## src/rtl/clock_seq_pkg.sv

```systemverilog
`default_nettype none
// ============================================================================
// Module   : clock_seq_pkg
// Purpose  : Shared definitions for the clock-group reset sequencer: the FSM
//            state encoding, the domain-index width and the delay-counter
//            width helper.
// Ports    : none (package)
// Revision : 1.0 - initial release
// ============================================================================
package clock_seq_pkg;

  // Width of the re-reset request domain index.
  localparam int DOM_IDX_W = 3;

  // Sequencer states, explicitly encoded in three bits.
  typedef enum logic [2:0] {
    ST_HOLD    = 3'd0,
    ST_CLK_ON  = 3'd1,
    ST_RST_OFF = 3'd2,
    ST_RUN     = 3'd3,
    ST_RERESET = 3'd4
  } seq_state_e;

  // The delay counter must hold the larger of the two wait lengths.
  function automatic int cnt_width(input int hold_cycles, input int stagger_cycles);
    int max_wait;
    max_wait = (hold_cycles > stagger_cycles) ? hold_cycles : stagger_cycles;
    return $clog2(max_wait + 1);
  endfunction

endpackage
`default_nettype wire

```

## src/rtl/seq_delay_counter.sv

```systemverilog
`default_nettype none
// ============================================================================
// Module   : seq_delay_counter
// Purpose  : Per-state delay timer. Restarted from zero by clear_i (driven on
//            every FSM state change); expire_o asserts once the number of
//            cycles remaining before limit_i is reached drops to zero. The
//            count stops at the limit and never wraps.
// Ports    : clock    - block clock
//            reset    - synchronous active-high reset
//            clear_i  - restart the delay
//            limit_i  - terminal count for the current state
//            expire_o - delay elapsed (combinational from the count register)
// Revision : 1.0 - initial release
// ============================================================================
module seq_delay_counter #(
  parameter int CNT_W = 5
) (
  input  logic             clock,
  input  logic             reset,
  input  logic             clear_i,
  input  logic [CNT_W-1:0] limit_i,
  output logic             expire_o
);

  logic [CNT_W-1:0] count_q;
  logic [CNT_W-1:0] count_d;

  always_comb begin
    count_d = count_q;
    if (clear_i) begin
      count_d = '0;
    end else if (count_q != limit_i) begin
      count_d = count_q + CNT_W'(1);
    end
  end

  always_ff @(posedge clock) begin
    if (reset) begin
      count_q <= '0;
    end else begin
      count_q <= count_d;
    end
  end

  assign expire_o = (count_q == limit_i);

endmodule
`default_nettype wire

```

## src/rtl/clock_group_reset_sequencer.sv

```systemverilog
`default_nettype none
// ============================================================================
// Module   : clock_group_reset_sequencer
// Purpose  : After global reset, enables each domain clock and then releases
//            that domain's reset, one domain at a time with a programmable
//            stagger. Once every domain runs, services single-domain
//            re-reset requests over a valid/ready handshake.
// Ports    : clock, reset   - block clock, synchronous active-high reset
//            out_clock_en   - per-domain clock-gate enable
//            out_reset      - per-domain reset, active-high
//            seq_done       - all domains released
//            req_valid/req_domain/req_ready - re-reset request handshake
//            resp_valid/resp_err            - one-cycle completion pulse
// Revision : 1.0 - initial release
// ============================================================================
module clock_group_reset_sequencer
  import clock_seq_pkg::*;
#(
  parameter int N_DOMAINS      = 2,
  parameter int HOLD_CYCLES    = 16,
  parameter int STAGGER_CYCLES = 4
) (
  input  logic                 clock,
  input  logic                 reset,
  output logic [N_DOMAINS-1:0] out_clock_en,
  output logic [N_DOMAINS-1:0] out_reset,
  output logic                 seq_done,
  input  logic                 req_valid,
  input  logic [DOM_IDX_W-1:0] req_domain,
  output logic                 req_ready,
  output logic                 resp_valid,
  output logic                 resp_err
);

  localparam int CNT_W = cnt_width(HOLD_CYCLES, STAGGER_CYCLES);

  // The first post-reset edge already counts as a HOLD cycle, so HOLD
  // compares against the full length; every other state is entered on an
  // edge and its first counted cycle is the following one.
  localparam logic [CNT_W-1:0] c_hold_lim    = CNT_W'(HOLD_CYCLES);
  localparam logic [CNT_W-1:0] c_rereset_lim = CNT_W'(HOLD_CYCLES - 1);
  localparam logic [CNT_W-1:0] c_stagger_lim = CNT_W'(STAGGER_CYCLES - 1);
  localparam logic [DOM_IDX_W-1:0] c_last_dom = DOM_IDX_W'(N_DOMAINS - 1);
  localparam logic [DOM_IDX_W:0]   c_n_dom    = (DOM_IDX_W + 1)'(N_DOMAINS);

  seq_state_e                 state_q, state_d;
  logic [DOM_IDX_W-1:0]       dom_q, dom_d;
  logic [N_DOMAINS-1:0]       clk_en_q, clk_en_d;
  logic [N_DOMAINS-1:0]       rst_q, rst_d;
  logic                       done_q, done_d;
  logic                       ready_q, ready_d;
  logic                       rvalid_q, rvalid_d;
  logic                       rerr_q, rerr_d;

  logic [CNT_W-1:0]           lim;
  logic                       expire;
  logic                       cnt_clear;
  logic                       fire;
  logic                       req_in_range;
  logic [N_DOMAINS-1:0]       dom_mask;
  logic [N_DOMAINS-1:0]       req_mask;

  assign fire         = req_valid & ready_q;
  assign req_in_range = ({1'b0, req_domain} < c_n_dom);
  assign dom_mask     = N_DOMAINS'(1) << dom_q;
  assign req_mask     = N_DOMAINS'(1) << req_domain;

  always_comb begin
    state_d  = state_q;
    dom_d    = dom_q;
    clk_en_d = clk_en_q;
    rst_d    = rst_q;
    done_d   = done_q;
    rvalid_d = 1'b0;
    rerr_d   = 1'b0;
    lim      = c_stagger_lim;

    case (state_q)
      ST_HOLD: begin
        lim = c_hold_lim;
        if (expire) begin
          clk_en_d = clk_en_q | N_DOMAINS'(1);
          state_d  = ST_CLK_ON;
        end
      end
      ST_CLK_ON: begin
        if (expire) begin
          rst_d   = rst_q & ~dom_mask;
          state_d = ST_RST_OFF;
        end
      end
      ST_RST_OFF: begin
        if (expire) begin
          if (dom_q < c_last_dom) begin
            clk_en_d = clk_en_q | (dom_mask << 1);
            dom_d    = dom_q + DOM_IDX_W'(1);
            state_d  = ST_CLK_ON;
          end else begin
            done_d  = 1'b1;
            state_d = ST_RUN;
          end
        end
      end
      ST_RUN: begin
        if (fire) begin
          if (req_in_range) begin
            rst_d   = rst_q | req_mask;
            dom_d   = req_domain;
            state_d = ST_RERESET;
          end else begin
            // Out-of-range domain: answer with an error, touch nothing.
            rvalid_d = 1'b1;
            rerr_d   = 1'b1;
          end
        end
      end
      ST_RERESET: begin
        lim = c_rereset_lim;
        // The domain clock stays enabled: its reset is synchronous.
        if (expire) begin
          rst_d    = rst_q & ~dom_mask;
          rvalid_d = 1'b1;
          state_d  = ST_RUN;
        end
      end
      default: begin
        state_d = ST_HOLD;
      end
    endcase

    // Registered ready tracks the state being entered.
    ready_d = (state_d == ST_RUN);
  end

  // Restart the delay on every state change; keep it parked while in RUN.
  assign cnt_clear = (state_d != state_q) || (state_q == ST_RUN);

  seq_delay_counter #(
    .CNT_W (CNT_W)
  ) u_delay (
    .clock    (clock),
    .reset    (reset),
    .clear_i  (cnt_clear),
    .limit_i  (lim),
    .expire_o (expire)
  );

  always_ff @(posedge clock) begin
    if (reset) begin
      state_q  <= ST_HOLD;
      dom_q    <= '0;
      clk_en_q <= '0;
      rst_q    <= '1;
      done_q   <= 1'b0;
      ready_q  <= 1'b0;
      rvalid_q <= 1'b0;
      rerr_q   <= 1'b0;
    end else begin
      state_q  <= state_d;
      dom_q    <= dom_d;
      clk_en_q <= clk_en_d;
      rst_q    <= rst_d;
      done_q   <= done_d;
      ready_q  <= ready_d;
      rvalid_q <= rvalid_d;
      rerr_q   <= rerr_d;
    end
  end

  assign out_clock_en = clk_en_q;
  assign out_reset    = rst_q;
  assign seq_done     = done_q;
  assign req_ready    = ready_q;
  assign resp_valid   = rvalid_q;
  assign resp_err     = rerr_q;

endmodule
`default_nettype wire

```

## config.mk

```make
export PLATFORM = sky130hd
export DESIGN_NAME = clock_group_reset_sequencer
export DESIGN_NICKNAME = d
export VERILOG_FILES = /design/src/rtl/clock_seq_pkg.sv /design/src/rtl/seq_delay_counter.sv /design/src/rtl/clock_group_reset_sequencer.sv
export SDC_FILE = /design/constraint.sdc
export NUM_CORES = 1
export LEC_CHECK = 0
export BUFFER_PORTS_ARGS = -buffer_cell sky130_fd_sc_hd__buf_2
export CELL_PAD_IN_SITES_DETAIL_PLACEMENT = 1
export CELL_PAD_IN_SITES_GLOBAL_PLACEMENT = 1
export CORE_MARGIN = 4
export CORE_UTILIZATION = 35
export CTS_CLUSTER_DIAMETER = 50
export CTS_CLUSTER_SIZE = 25
export DETAILED_ROUTE_END_ITERATION = 7
export GPL_TIMING_DRIVEN = 0
export PLACE_DENSITY_LB_ADDON = 0.25
export SLEW_MARGIN = 25
export SYNTH_ARGS = -nofsm -noshare
export SYNTH_HDL_FRONTEND = slang
export SYNTH_SLANG_ARGS = --single-unit
```

## constraint.sdc

```tcl
create_clock -name clock -period 1.8 [get_ports clock]
set_input_delay 0.54 -clock clock [delete_from_list [all_inputs] [get_ports clock]]
set_output_delay 0.54 -clock clock [all_outputs]
set_load 0.03 [all_outputs]
```

; ---- After elaboration in Yosys (flattened, before gate mapping)
; Cells that the tools add are included.
[totals]
rom_bits = 0
latchBits = 0
word_cells = 77
in_bits = 6
ram_bits = 0
memories = 0
out_inout_bits = 8
regBits = 19
[classes]
order_cmp = 2
multipliers = 0
n_div = 0
reduce_logical = 13
n_eq_ne = 14
n_addsub = 2
shift = 2
mux = 26
n_bitwise = 8
[ops]
columns = operator, count
row1 = 3-bit 2-to-1 mux, 10
row2 = 3-bit case mux with 5 select lines, 1
row3 = 2-bit 2-to-1 mux, 6
row4 = 4-bit AND reduction, 3
row5 = 2-bit != test (second input constant), 5
row6 = 5-bit case mux with 2 select lines, 1
row7 = 3-bit by 2-bit == test with 1-bit output (second input constant), 3
row8 = 2-bit case mux with 2 select lines, 2
row9 = 3-bit case mux with 2 select lines, 1
row10 = 2-bit nonzero test, 3
row11 = 2-bit OR reduction, 3
row12 = 1-bit by 3-bit left shift with 2-bit output (first input constant), 2
row13 = 5-bit by 1-bit adder with 5-bit output (second input constant), 1
row14 = 5-bit == test, 1
row15 = 5-bit != test, 1
row16 = 5-bit AND reduction, 1
row17 = 1-bit 2-to-1 mux, 4
row18 = 2-bit bitwise OR, 2
row19 = 3-bit by 1-bit adder with 3-bit output (second input constant), 1
row20 = 3-bit by 1-bit == test with 1-bit output (second input constant), 1
row21 = 3-bit == test (second input constant), 1
row22 = 3-bit zero test, 1
row23 = 3-bit by 1-bit less-than comparator with 1-bit output (second input constant), 1
row24 = 3-bit by 2-bit less-than comparator with 1-bit output (second input constant), 1
row25 = 9 further kinds, 11

; ---- Longest topological paths before layout
; Gate-level depths: netlist of the first run.
[depth]
depth_word = 8
ltp_mapped = 6
depth_no_buf = 5

; ---- Modules after synthesis
; A second synthesis of the first run with hierarchy kept.
[hier_totals]
hier_cells = 131
hier_area_um2 = 1074.8
[modules_own_cells]
columns = module, area_each_um2, seq_area_each_um2, instances, cells_each
row1 = clock_group_reset_sequencer, 726.9, 280.3, 1, 90
row2 = seq_delay_counter, 347.8, 100.1, 1, 41

; ---- Least setup slack after synthesis of the first run
; No wires, ideal clock.
[synth_timing]
path_kind = register to register
start = reg state_q[1]
end = reg ready_q, in the netlist req_ready
setup_ns = 0.058
setup_slack_ns = -0.113
stages_incl_launch_ff = 6
period_less_slack_ns = 1.913
t_required_ns = 1.742
n_path_buf = 0
arrival_ns = 1.855
path_cell_list = dfxtp_1 -> or3_4 -> mux2_4 -> or4_1 -> a41oi_2 -> and2b_1
[synth_via]
elab_chain_cells = 6
word_cells_on_any_way = 15
cone_classes = 6 x eq/ne / 8 x mux / 1 x reduce/logical
[synth_rtl]
columns = item, line
row1 = "start, declared", clock_group_reset_sequencer.sv:46  ; seq_state_e state_q, state_d;
row2 = "start signal, assigned", clock_group_reset_sequencer.sv:159  ; state_q <= state_d;
row3 = 3-bit == test / 3-bit zero test (equally long branches), clock_group_reset_sequencer.sv:78  ; case (state_q)
row4 = 5-bit case mux with 2 select lines, clock_group_reset_sequencer.sv:78
row5 = 5-bit == test, seq_delay_counter.sv:45  ; assign expire_o = (count_q == limit_i);
row6 = 3-bit 2-to-1 mux (on tied branches), --
row7 = 3-bit case mux with 5 select lines *, clock_group_reset_sequencer.sv:78
row8 = 3-bit by 2-bit == test with 1-bit output *, clock_group_reset_sequencer.sv:132  ; ready_d = (state_d == ST_RUN);
row9 = "end signal, assigned", clock_group_reset_sequencer.sv:164  ; ready_q <= ready_d;
row10 = "end, declared", clock_group_reset_sequencer.sv:51  ; logic ready_q, ready_d;
; Every way passes the cells marked *; elsewhere a longest branch is shown, timed or not.
; A chain may end at the register's enable or synchronous reset.

; ---- Worst setup path after layout of the first run
[layout_timing]
start = reg state_q[2]
end = reg ready_q, in the netlist req_ready
; The elaborated chain is that of the path after synthesis.

==> metrics.txt, run 1 <==
CP endpoint req_ready$_SDFF_PP0_; worst-path maximum fanout 8; #FFs+latches synth 19; vias in the first global route 1038; # port buffers 13; Slew Viols, Final 0; R2R Path Start state_q[2]$_SDFF_PP0_; GPL Wtd Cong 0.791; initial antenna violation count 0; first-pass GRT wire length 4.95 mm; pwr dens 549 nW/um^2; critical path type reg -> reg; Area Growth Syn to Fin 28.9%; hpwl dp 2.04 mm; worst path required time 2.07 ns; Routed WL ~2.9 mm; Cell Area, Synth between 1000 and 1500 um^2; CTS H-Tree Depth 1; initial DRC count 21; worst hold-check path type in -> reg; FILL cells 336; # nets final 161; cell taking the most area after synthesis dfxtp_1; cts hold-fix bufs 0; routed via count 1050; Critical Path Sink Type flip-flop; final hold violation count 0; Post-Route Utilization 0.473; MaxCap Viol Count 0; WL per Instance around 16 um; hold_ws 0.460 ns; Post-synth EDFFs 0; grt ovf 0; DIE AREA 3850 um^2; IO Pins 14; post-route minimum period between 1.5 and 2 ns; fin worst setup slack -0.0746 ns; R2R Path End req_ready$_SDFF_PP0_; Inserted Clock Buffers 3; antenna-violating nets left 0; YS warnings 0; final period utilization 1.04; buffers plus inverters on the worst setup path 0; largest net degree at the start of global routing 12; leak pwr about 0.52 nW; Core ar. 2780 um^2; Mean Syn Cell Area 8.23 um^2; # rows 19; R2R setup slack -0.07 ns; delay-heaviest family, CP simple AND/OR/NAND/NOR gates; syn nets 132; Starting Density 0.367; post-synth top area share 0.373; Setup Viol. Count Final 2; Worst Skew 0.0116 ns; Die H 62.0 um; RSZ-0062 raised after global routing true; CTS tree done; clock latency on the worst-skew pair slightly above 0.3 ns; share of layout cells above drive strength 1 0.349; Reg2Reg Depth 5; register area share after synthesis 0.373; FFs w/ async S/R, synth 0; drt drc 0; count of cell types in the netlist 39; crit-path cells or3_4 -> mux2_4 -> or4_4 -> a41oi_2 -> and2b_1; Synth Instances 124; ANT cells 0; failing checks negative setup slack; CTS root buf clkbuf_4; total track usage 0.172; Worst setup SP type flip-flop; worst rel slew slack 0.655; FMAX 533 MHz; Worst-Margin Slew 0.518 ns; CTS clk-pin slew, worst paths 0.12 ns; routed vias/inst 5.74; status finished with violations; Worst path max stage delay 0.43 ns; Synth Flop Type dfxtp_1; Worst VDD drop 394 uV; crit path launch state_q[2]$_SDFF_PP0_; Arrival @ worst endpoint 2.14 ns; WP depth 5; top cells by count, synth nor2_1 (20), dfxtp_1 (19), a21oi_1 (16), nor3_1 (7), nand2_1 (6); clock tree buffer depth 2; DR pass1 iterations 4; Crit-path slowest cell or4_4; Synth area leaders dfxtp_1 (37%), a21oi_1 (7.8%), nor2_1 (7.4%); cell with the most instances after synthesis nor2_1; chip width 62.0 um; CTS Sinks 19
==> flip-flops by register name, summed over array words and instances, names as in the netlist <==
register	cells
out_clock_en	2
resp_err	1
req_ready	1
out_reset	2
seq_done	1
u_delay.count_q	5
dom_q	3
state_q	3
resp_valid	1
==> worst min-delay path by stage <==
| stage | startpoint | to | depth (start not counted) |
|---|---|---|---|
| detailed placement | seq_done$_SDFFE_PP0P_ | seq_done$_SDFFE_PP0P_ | 2 |
| floorplan | dom_q[0]$_SDFFE_PP0P_ | dom_q[0]$_SDFFE_PP0P_ | 2 |
| finish | reset | state_q[1]$_SDFF_PP0_ | 2 |
| CTS | reset | state_q[1]$_SDFF_PP0_ | 2 |
| global placement | out_clock_en[1]$_SDFFE_PP0P_ | out_clock_en[1]$_SDFFE_PP0P_ | 2 |
| global route | reset | state_q[1]$_SDFF_PP0_ | 2 |
==> worst register-to-register path: stages (launching register included) <==
cell     delay [ns]
dfxtp_2        0.34
or3_4          0.39
mux2_4         0.37
or4_4          0.43
a41oi_2        0.16
and2b_1        0.14
==> layout by cell type, fill, tap and decap left out, types with 2 or more instances in the layout <==
cell type,Yosys,layout
and3b_1,2,2
or2_2,2,2
or3_1,2,2
o21ai_0,4,2
a21oi_1,16,14
dfxtp_2,0,2
nand3_1,4,3
a21oi_2,0,2
nand3b_1,2,2
dfxtp_4,0,3
nor2_1,20,19
nand2b_1,3,3
ha_1,2,2
mux2i_1,4,2
clkbuf_2,0,2
o211ai_1,2,2
a211oi_1,2,2
clkbuf_4,0,3
o21ai_1,1,2
nand2_1,6,6
nor3_1,7,7
dfxtp_1,19,14
buf_2,0,14
buf_4,0,11
==> layout make-up <==
cell class / instances / area (um^2) / area share
clock inverter: 1 / 5.00 / 0.00380
multi-input combinational: 101 / 689 / 0.524
tap: 31 / 38.8 / 0.0295
sequential: 19 / 394 / 0.299
clock buffer: 3 / 22.5 / 0.0171
buffer: 4 / 18.8 / 0.0143
timing repair buffer: 24 / 148 / 0.112
==> metrics by stage <==
| stage | power [mW] | std cells | TNS [ns] | cell area [um^2] | setup slack (ns) |
|---|---|---|---|---|---|
| global placement | 0.489 | 168 | -1.81 | 1130 | -0.321 |
| floorplan | 0.470 | 124 | -0.0134 | 1030 | -0.0134 |
| CTS | 0.717 | 181 | -0.105 | 1270 | -0.0603 |
| finish | 0.723 | 183 | -0.105 | 1320 | -0.0746 |
| detailed placement | 0.493 | 168 | -2.30 | 1130 | -0.347 |
| global route | 0.763 | 183 | -0.512 | 1320 | -0.154 |
==> layer usage <==
layer  wire (um)  share of wire  vias up  global-route usage
met2        1450           0.49       13               0.288
met4          22         0.0075        0              0.0364
met1        1380           0.47      519               0.233
met3          86          0.029        3              0.0248
met5           0              0        -                   0
li1            -              -      515                   -
==> kinds of logic after synthesis <==
group	synth area share
AND/OR/NAND/NOR	0.305
AO/OA/AOI/OAI	0.212
flip-flops	0.373
multiplexers	0.0539
buffers and inverters	0.0147
XOR/XNOR	0.0172
adder cells (fa/ha/maj)	0.0245
==> timing repair <==
item / in CTS / in global routing
setup buffers: 9 / 2
setup endpoints to repair: 13 / 13
pin swaps: 3 / 5
gates resized for setup: 13 / 14
==> power by group <==
group | internal [mW] | leakage [nW] | total (mW) | switching [mW]
sequential | 0.425 | 0.157 | 0.430 | 0.00508
clock | 0.0830 | 0.0177 | 0.226 | 0.143
combinational | 0.0272 | 0.344 | 0.0662 | 0.0389
total | 0.535 | 0.518 | 0.723 | 0.187
(Power assumes the default switching activity.)
==> inputs of run 2 (changes only) <==
- ABC_AREA: not set -> 1
==> run 2 against run 1 <==
  * The flow now finishes without violations
  * Final cell count is 8.7% higher
  * Global-route usage is 2.9 points lower
  * Area after synthesis is 0.49% higher
  * Clock skew hardly changed
  * Non-clock buffer count is 14 lower
  * Largest power group unchanged
  * Highest routed layer unchanged
==> metrics.txt, run 2 <==
Starting Density 0.369; Worst-Margin Slew slightly below 0.4 ns; # nets final roughly 180; Critical Path Sink Type flip-flop; WL per Instance 13.0 um; leak pwr approximately 0.55 nW; worst rel slew slack 0.737; YS warnings 0; routed via count approximately 1000; status complete, no violations; count of cell types in the netlist 25; FFs w/ async S/R, synth 0; crit path launch state_q[1]$_SDFF_PP0_; #FFs+latches synth 19; share of layout cells above drive strength 1 0.232; FMAX 591 MHz; initial DRC count 20; final period utilization 0.939; register area share after synthesis 0.371; Routed WL about 2.6 mm; grt ovf 0; cell taking the most area after synthesis dfxtp_1; antenna-violating nets left 0; Finished Layout Cells 199; total track usage 0.142; clock tree buffer depth 2; R2R Path End out_reset[0]$_SDFFE_PP1P_; pwr dens 917 nW/um^2; post-route minimum period 1.69 ns; R2R setup slack 0.11 ns; DR pass1 iterations 4; post-synth top area share 0.371; clock latency on the worst-skew pair 0.31 ns; worst hold-check path type reg -> reg; Placed Cells a little under 200; GPL Wtd Cong between 0.7 and 0.8; worst-path maximum fanout 5; IO Pins 14; first-pass GRT wire length 4.56 mm; CTS clk-pin slew, worst paths around 0.13 ns; CTS Sinks 19; ANT cells 0; Cell Area, Synth 1030 um^2; top cells by count, synth nand2_1 (36), nor2_1 (26), dfxtp_1 (19), inv_1 (14); most common cell after layout, fill and taps aside nand2_1; largest net degree at the start of global routing 13; Post-Route Utilization 0.423; routed vias/inst 5.05; final setup TNS 0 ns; Pwr Total approximately 1.1 mW; Worst setup SP type flip-flop; DIE AREA 3860 um^2; chip width 62.1 um; drt drc 0; CTS H-Tree Depth 1; Slew Viols, Final 0; final hold violation count 0; cell with the most instances after synthesis nand2_1; Worst Skew 0.0118 ns; CP endpoint out_reset[0]$_SDFFE_PP1P_; R2R Path Start state_q[1]$_SDFF_PP0_; Reg2Reg Depth 8; Post-synth EDFFs 0; post-CTS setup buffers 0; CTS root buf clkbuf_4; max reg flops 5; top flop regs u_delay.count_q x5, dom_q x3, state_q x3; Mean Syn Cell Area 6.75 um^2; syn nets 160; Synth Flop Type dfxtp_1; Setup Viol. Count Final 0; register bank with the most flops u_delay.count_q; # port buffers 12; Inserted Clock Buffers 3; most frequent cells in the layout nand2_1 (35), nor2_1 (25), dfxtp_1 (16); Die H 62.1 um; # rows 19; MaxCap Viol Count 0; Core ar. 2780 um^2; critical path type reg -> reg; Arrival @ worst endpoint 1.89 ns; CTS tree done; Area Growth Syn to Fin 14.6%; initial antenna violation count 0; hpwl dp 2.04 mm; worst path required time ~2.0 ns; Worst VDD drop 459 uV; Synth area leaders dfxtp_1 (37%), nand2_1 (13%), nor2_1 (9.5%); vias in the first global route ~1000; Synth Instances 152
[run 2: cell types whose count changed in the layout (fill, tap and decap cells not counted), moves of 5 or more]
cell	previous run	this run
a21oi_1	14	7
buf_4	11	0
inv_1	0	13
nand2_1	6	35
nand2_2	0	5
nand3_1	3	8
nor2_1	19	25
nor3_1	7	1
o21ai_0	2	8
[run 2: layer usage]
metal | wire, um | up-vias | part of all wire | global-route usage
met3 | 85 | 4 | 0.033 | 0.0468
met2 | 1180 | 15 | 0.46 | 0.236
met5 | 0 | - | 0 | 0
met4 | 39 | 0 | 0.015 | 0.0407
met1 | 1280 | 470 | 0.50 | 0.174
li1 | - | 516 | - | -
[run 2: metrics by stage]
| stage | hold WS, ns | setup WS, ns | cell area (um^2) |
|---|---|---|---|
| 6_report | 0.459 | 0.109 | 1180 |
| 5_1_grt | 0.479 | -0.00914 | 1180 |
| 4_1_cts | 0.460 | 0.0670 | 1150 |
| 3_5_place_dp | 0.441 | -0.0684 | 1120 |
| 3_3_place_gp | 0.433 | -0.00798 | 1120 |
| 2_1_floorplan | 0.434 | 0.242 | 1030 |
[run 2: critical path, stage by stage, from the launching register on]
cell	delay, ns
dfxtp_2	0.38
nor2_4	0.14
nand2_1	0.11
nand2_1	0.11
nand4_1	0.25
o21ai_1	0.34
nand2_1	0.11
nand2_1	0.08
nand3_1	0.06
[run 2: area by class of cell]
cell class / count / area [um^2]
plain buffers: 2 / 15.0
clock buffers: 3 / 22.5
clock inverters: 1 / 7.51
fillers: 381 / 1610
inverters: 16 / 60.1
multi-input cells: 115 / 586
flip-flops and latches: 19 / 387
well taps: 31 / 38.8
repair buffers: 12 / 60.1
[run 2: power by group]
group / switching (mW) / internal (mW) / leakage (nW) / total (mW)
registers: 0.0496 / 0.459 / 0.156 / 0.508
clock network: 0.149 / 0.0849 / 0.0139 / 0.234
logic: 0.216 / 0.120 / 0.381 / 0.336
total: 0.415 / 0.663 / 0.550 / 1.08
[run 2: cell families after synthesis]
family,Yosys count,synth area share
buf+inv,18,0.0732
flops,19,0.371
xor+xnor,2,0.0171
compound gates,22,0.121
fa+ha+maj,2,0.0244
simple gates,88,0.384
mux,1,0.00976
[run 2: worst min-delay path by stage]
stage | depth (start not counted) | from | slack [ns] | end
floorplan | 2 | dom_q[2]$_SDFFE_PP0P_ | 0.43 | dom_q[2]$_SDFFE_PP0P_
global route | 2 | out_clock_en[0]$_SDFFE_PP0P_ | 0.48 | out_clock_en[0]$_SDFFE_PP0P_
CTS | 2 | out_clock_en[0]$_SDFFE_PP0P_ | 0.46 | out_clock_en[0]$_SDFFE_PP0P_
detailed placement | 2 | out_clock_en[0]$_SDFFE_PP0P_ | 0.44 | out_clock_en[0]$_SDFFE_PP0P_
finish | 2 | out_clock_en[0]$_SDFFE_PP0P_ | 0.46 | out_clock_en[0]$_SDFFE_PP0P_
global placement | 2 | out_clock_en[0]$_SDFFE_PP0P_ | 0.43 | out_clock_en[0]$_SDFFE_PP0P_
[run 2: what timing repair did]
action / 4_1_cts / 5_1_grt
endpoints found under the setup margin: 0 / 12
hold buffers: 0 / 0
gates resized for setup: 0 / 9
==> inputs of run 3 (changes only) <==
- SYNTH_HIERARCHICAL: not set -> 1
==> run 3 against run 2 <==
  * The flow now finishes with violations (negative setup slack)
  * Sequential power fell by 5.9%
  * Clock power barely moved
  * Sequential share of layout area fell by 9.8 points
  * Total power fell by 1.1%
  * Via count rose by 27%
  * First-iteration DRC count rose by 60%
  * Non-clock buffer count rose by 19
  * Clock skew rose by 0.0039 ns
  * Critical endpoint is now u_delay/count_q[4]$_SDFFE_PP0P_
  * Highest routed layer unchanged
==> metrics.txt, run 3 <==
Mean Syn Cell Area 6.63 um^2; FMAX 468 MHz; CTS Sinks 19; #FFs+latches synth 19; routed via count around 1300; routed vias/inst 4.80; Post-synth EDFFs 0; GPL Wtd Cong 0.866; Die H between 60 and 70 um; Setup Viol. Count Final 12; Finished Cell Area ~1700 um^2; Starting Density 0.365; register bank with the most flops u_delay/count_q; Critical Path Sink Type flip-flop; Inserted Clock Buffers 3; IO Pins 14; Core ar. between 3000 and 4000 um^2; largest net degree at the start of global routing 12; Synth Instances 185; Synth Flop Type dfxtp_1; antenna-violating nets left 0; cell with the most instances after synthesis nand2_1; Worst Skew 0.0157 ns; vias in the first global route 1350; initial DRC count 32; hpwl dp ~2.4 mm; YS warnings 6; CTS root buf clkbuf_4; most frequent cells in the layout nand2_1 (39), nor2_1 (24), inv_1 (18), buf_4 (18), dfxtp_1 (16); post-route minimum period 2.13 ns; # rows 21; initial antenna violation count 0; clock tree buffer depth 2; FFs w/ async S/R, synth 0; worst-path maximum fanout 6; DIE AREA between 4000 and 5000 um^2; max reg flops 5; worst hold-check path type reg -> reg; Placed Area 1410 um^2; worst rel slew slack 0.787; clock latency on the worst-skew pair a little over 0.3 ns; grt ovf 0; syn nets 193; Slew Viols, Final 0; count of cell types in the netlist 28; CTS H-Tree Depth 1; Finished Layout Cells approximately 270; Synth area leaders dfxtp_1 (31%), nand2_1 (15%), nor2_1 (9.5%); hold_ws 0.471 ns; final period utilization 1.19; Cell Area, Synth 1230 um^2; Arrival @ worst endpoint 2.34 ns; share of layout cells above drive strength 1 0.420; Area Growth Syn to Fin 36.6%; status finished with violations; total track usage 0.176; RSZ-0062 raised after global routing true; # port buffers 13; chip width 67.2 um; # nets final 228; drt drc 0; Pwr Total 1.07 mW; fin worst setup slack -0.335 ns; top flop regs u_delay/count_q x5, dom_q x3, state_q x3; worst path required time 2.01 ns; final hold violation count 0; CTS clk-pin slew, worst paths 0.11 ns; top cells by count, synth nand2_1 (49), nor2_1 (31), dfxtp_1 (19), inv_1 (19), nand3_1 (12); Worst VDD drop between 300 and 400 uV; ANT cells 0; DR pass1 iterations 4; CTS tree done; first-pass GRT wire length 6.00 mm; WL per Instance 13.5 um; cell taking the most area after synthesis dfxtp_1; critical path type reg -> reg; failing checks negative setup slack; pwr dens 636 nW/um^2; Placed Cells 244; Routed WL approximately 3.6 mm; Worst-Margin Slew 0.317 ns; most common cell after layout, fill and taps aside nand2_1; leak pwr 0.859 nW; Worst setup SP type flip-flop; MaxCap Viol Count 0; post-synth top area share 0.310; register area share after synthesis 0.310
[run 3: changes by cell type after synthesis, moves of 3 or more]
| cell | change |
|---|---|
| inv_1 | +5 |
| inv_2 | +6 |
| nand2_1 | +13 |
| nand2_4 | +3 |
| nand3_1 | +4 |
| nand3_2 | +4 |
| nor2_1 | +5 |
| o21ai_0 | -6 |
[run 3: area by class of cell]
class	count	area (um^2)
fill	459	1690
buffer	1	11.3
inverter	29	131
clock inverter	1	5.00
timing repair buffer	32	220
sequential	19	387
multi-input combinational	134	842
clock buffer	3	22.5
tap	46	57.6
[run 3: final timing paths]
kind | endpoint | slack, ns | cells past startpoint | startpoint
setup / recovery | u_delay/count_q[4]$_SDFFE_PP0P_ | -0.33 | 14 | state_q[0]$_SDFF_PP0_
setup reg to reg | u_delay/count_q[4]$_SDFFE_PP0P_ | -0.33 | 14 | state_q[0]$_SDFF_PP0_
hold reg to reg | seq_done$_SDFFE_PP0P_ | 0.47 | 1 | seq_done$_SDFFE_PP0P_
hold / removal | seq_done$_SDFFE_PP0P_ | 0.47 | 1 | seq_done$_SDFFE_PP0P_
[run 3: worst max-delay path, cell delays in order (launching register included)]
cell     delay [ns]
dfxtp_2        0.40
inv_8          0.05
nand2_4        0.07
nor2_4         0.04
buf_4          0.13
xnor2_2        0.21
inv_1          0.13
nor2_4         0.25
nor2_2         0.07
nor2_1         0.14
nand3_2        0.14
o21ai_4        0.24
nor2_8         0.08
nand2_2        0.06
nor2_1         0.03
[run 3: where the power goes]
group / switching (mW) / internal, mW / leakage (nW) / total (mW)
Sequential: 0.0355 / 0.443 / 0.156 / 0.478
Clock: 0.150 / 0.0829 / 0.0177 / 0.233
Combinational: 0.192 / 0.164 / 0.685 / 0.355
Total: 0.377 / 0.689 / 0.859 / 1.07
[run 3: logic make-up (layout without fill, tap and decap cells)]
| family | Yosys count | after routing | share of synthesized area |
|---|---|---|---|
| AO/OA/AOI/OAI | 14 | 14 | 0.0693 |
| flip-flops | 19 | 19 | 0.310 |
| adder cells (fa/ha/maj) | 2 | 2 | 0.0204 |
| XOR/XNOR | 4 | 4 | 0.0285 |
| AND/OR/NAND/NOR | 114 | 114 | 0.456 |
| buffers and inverters | 32 | 66 | 0.116 |
[run 3: layer usage]
metal | routed length (um) | GRT usage | share of wire | up-vias
li1 | - | - | - | 637
met1 | 1500 | 0.198 | 0.42 | 609
met2 | 1910 | 0.331 | 0.53 | 20
met3 | 112 | 0.0283 | 0.031 | 6
met4 | 67 | 0.0582 | 0.019 | 0
met5 | 0 | 0 | 0 | -
[run 3: what timing repair did]
item,in CTS,in global routing
hold buffers,0,0
buffers inserted,8,11
resized for setup,12,23
setup endpoints to repair,15,16
cloned,0,0
pin swaps,7,17
[run 3: metrics by stage]
step | setup WS, ns | TNS (ns) | utilization
after floorplan | -0.168 | -0.837 | -
after global routing | -0.451 | -4.57 | 0.499
after detailed placement | -0.426 | -3.63 | 0.418
after CTS | -0.253 | -1.90 | 0.457
final | -0.335 | -2.68 | 0.499
after global placement | -0.362 | -2.96 | 0.418
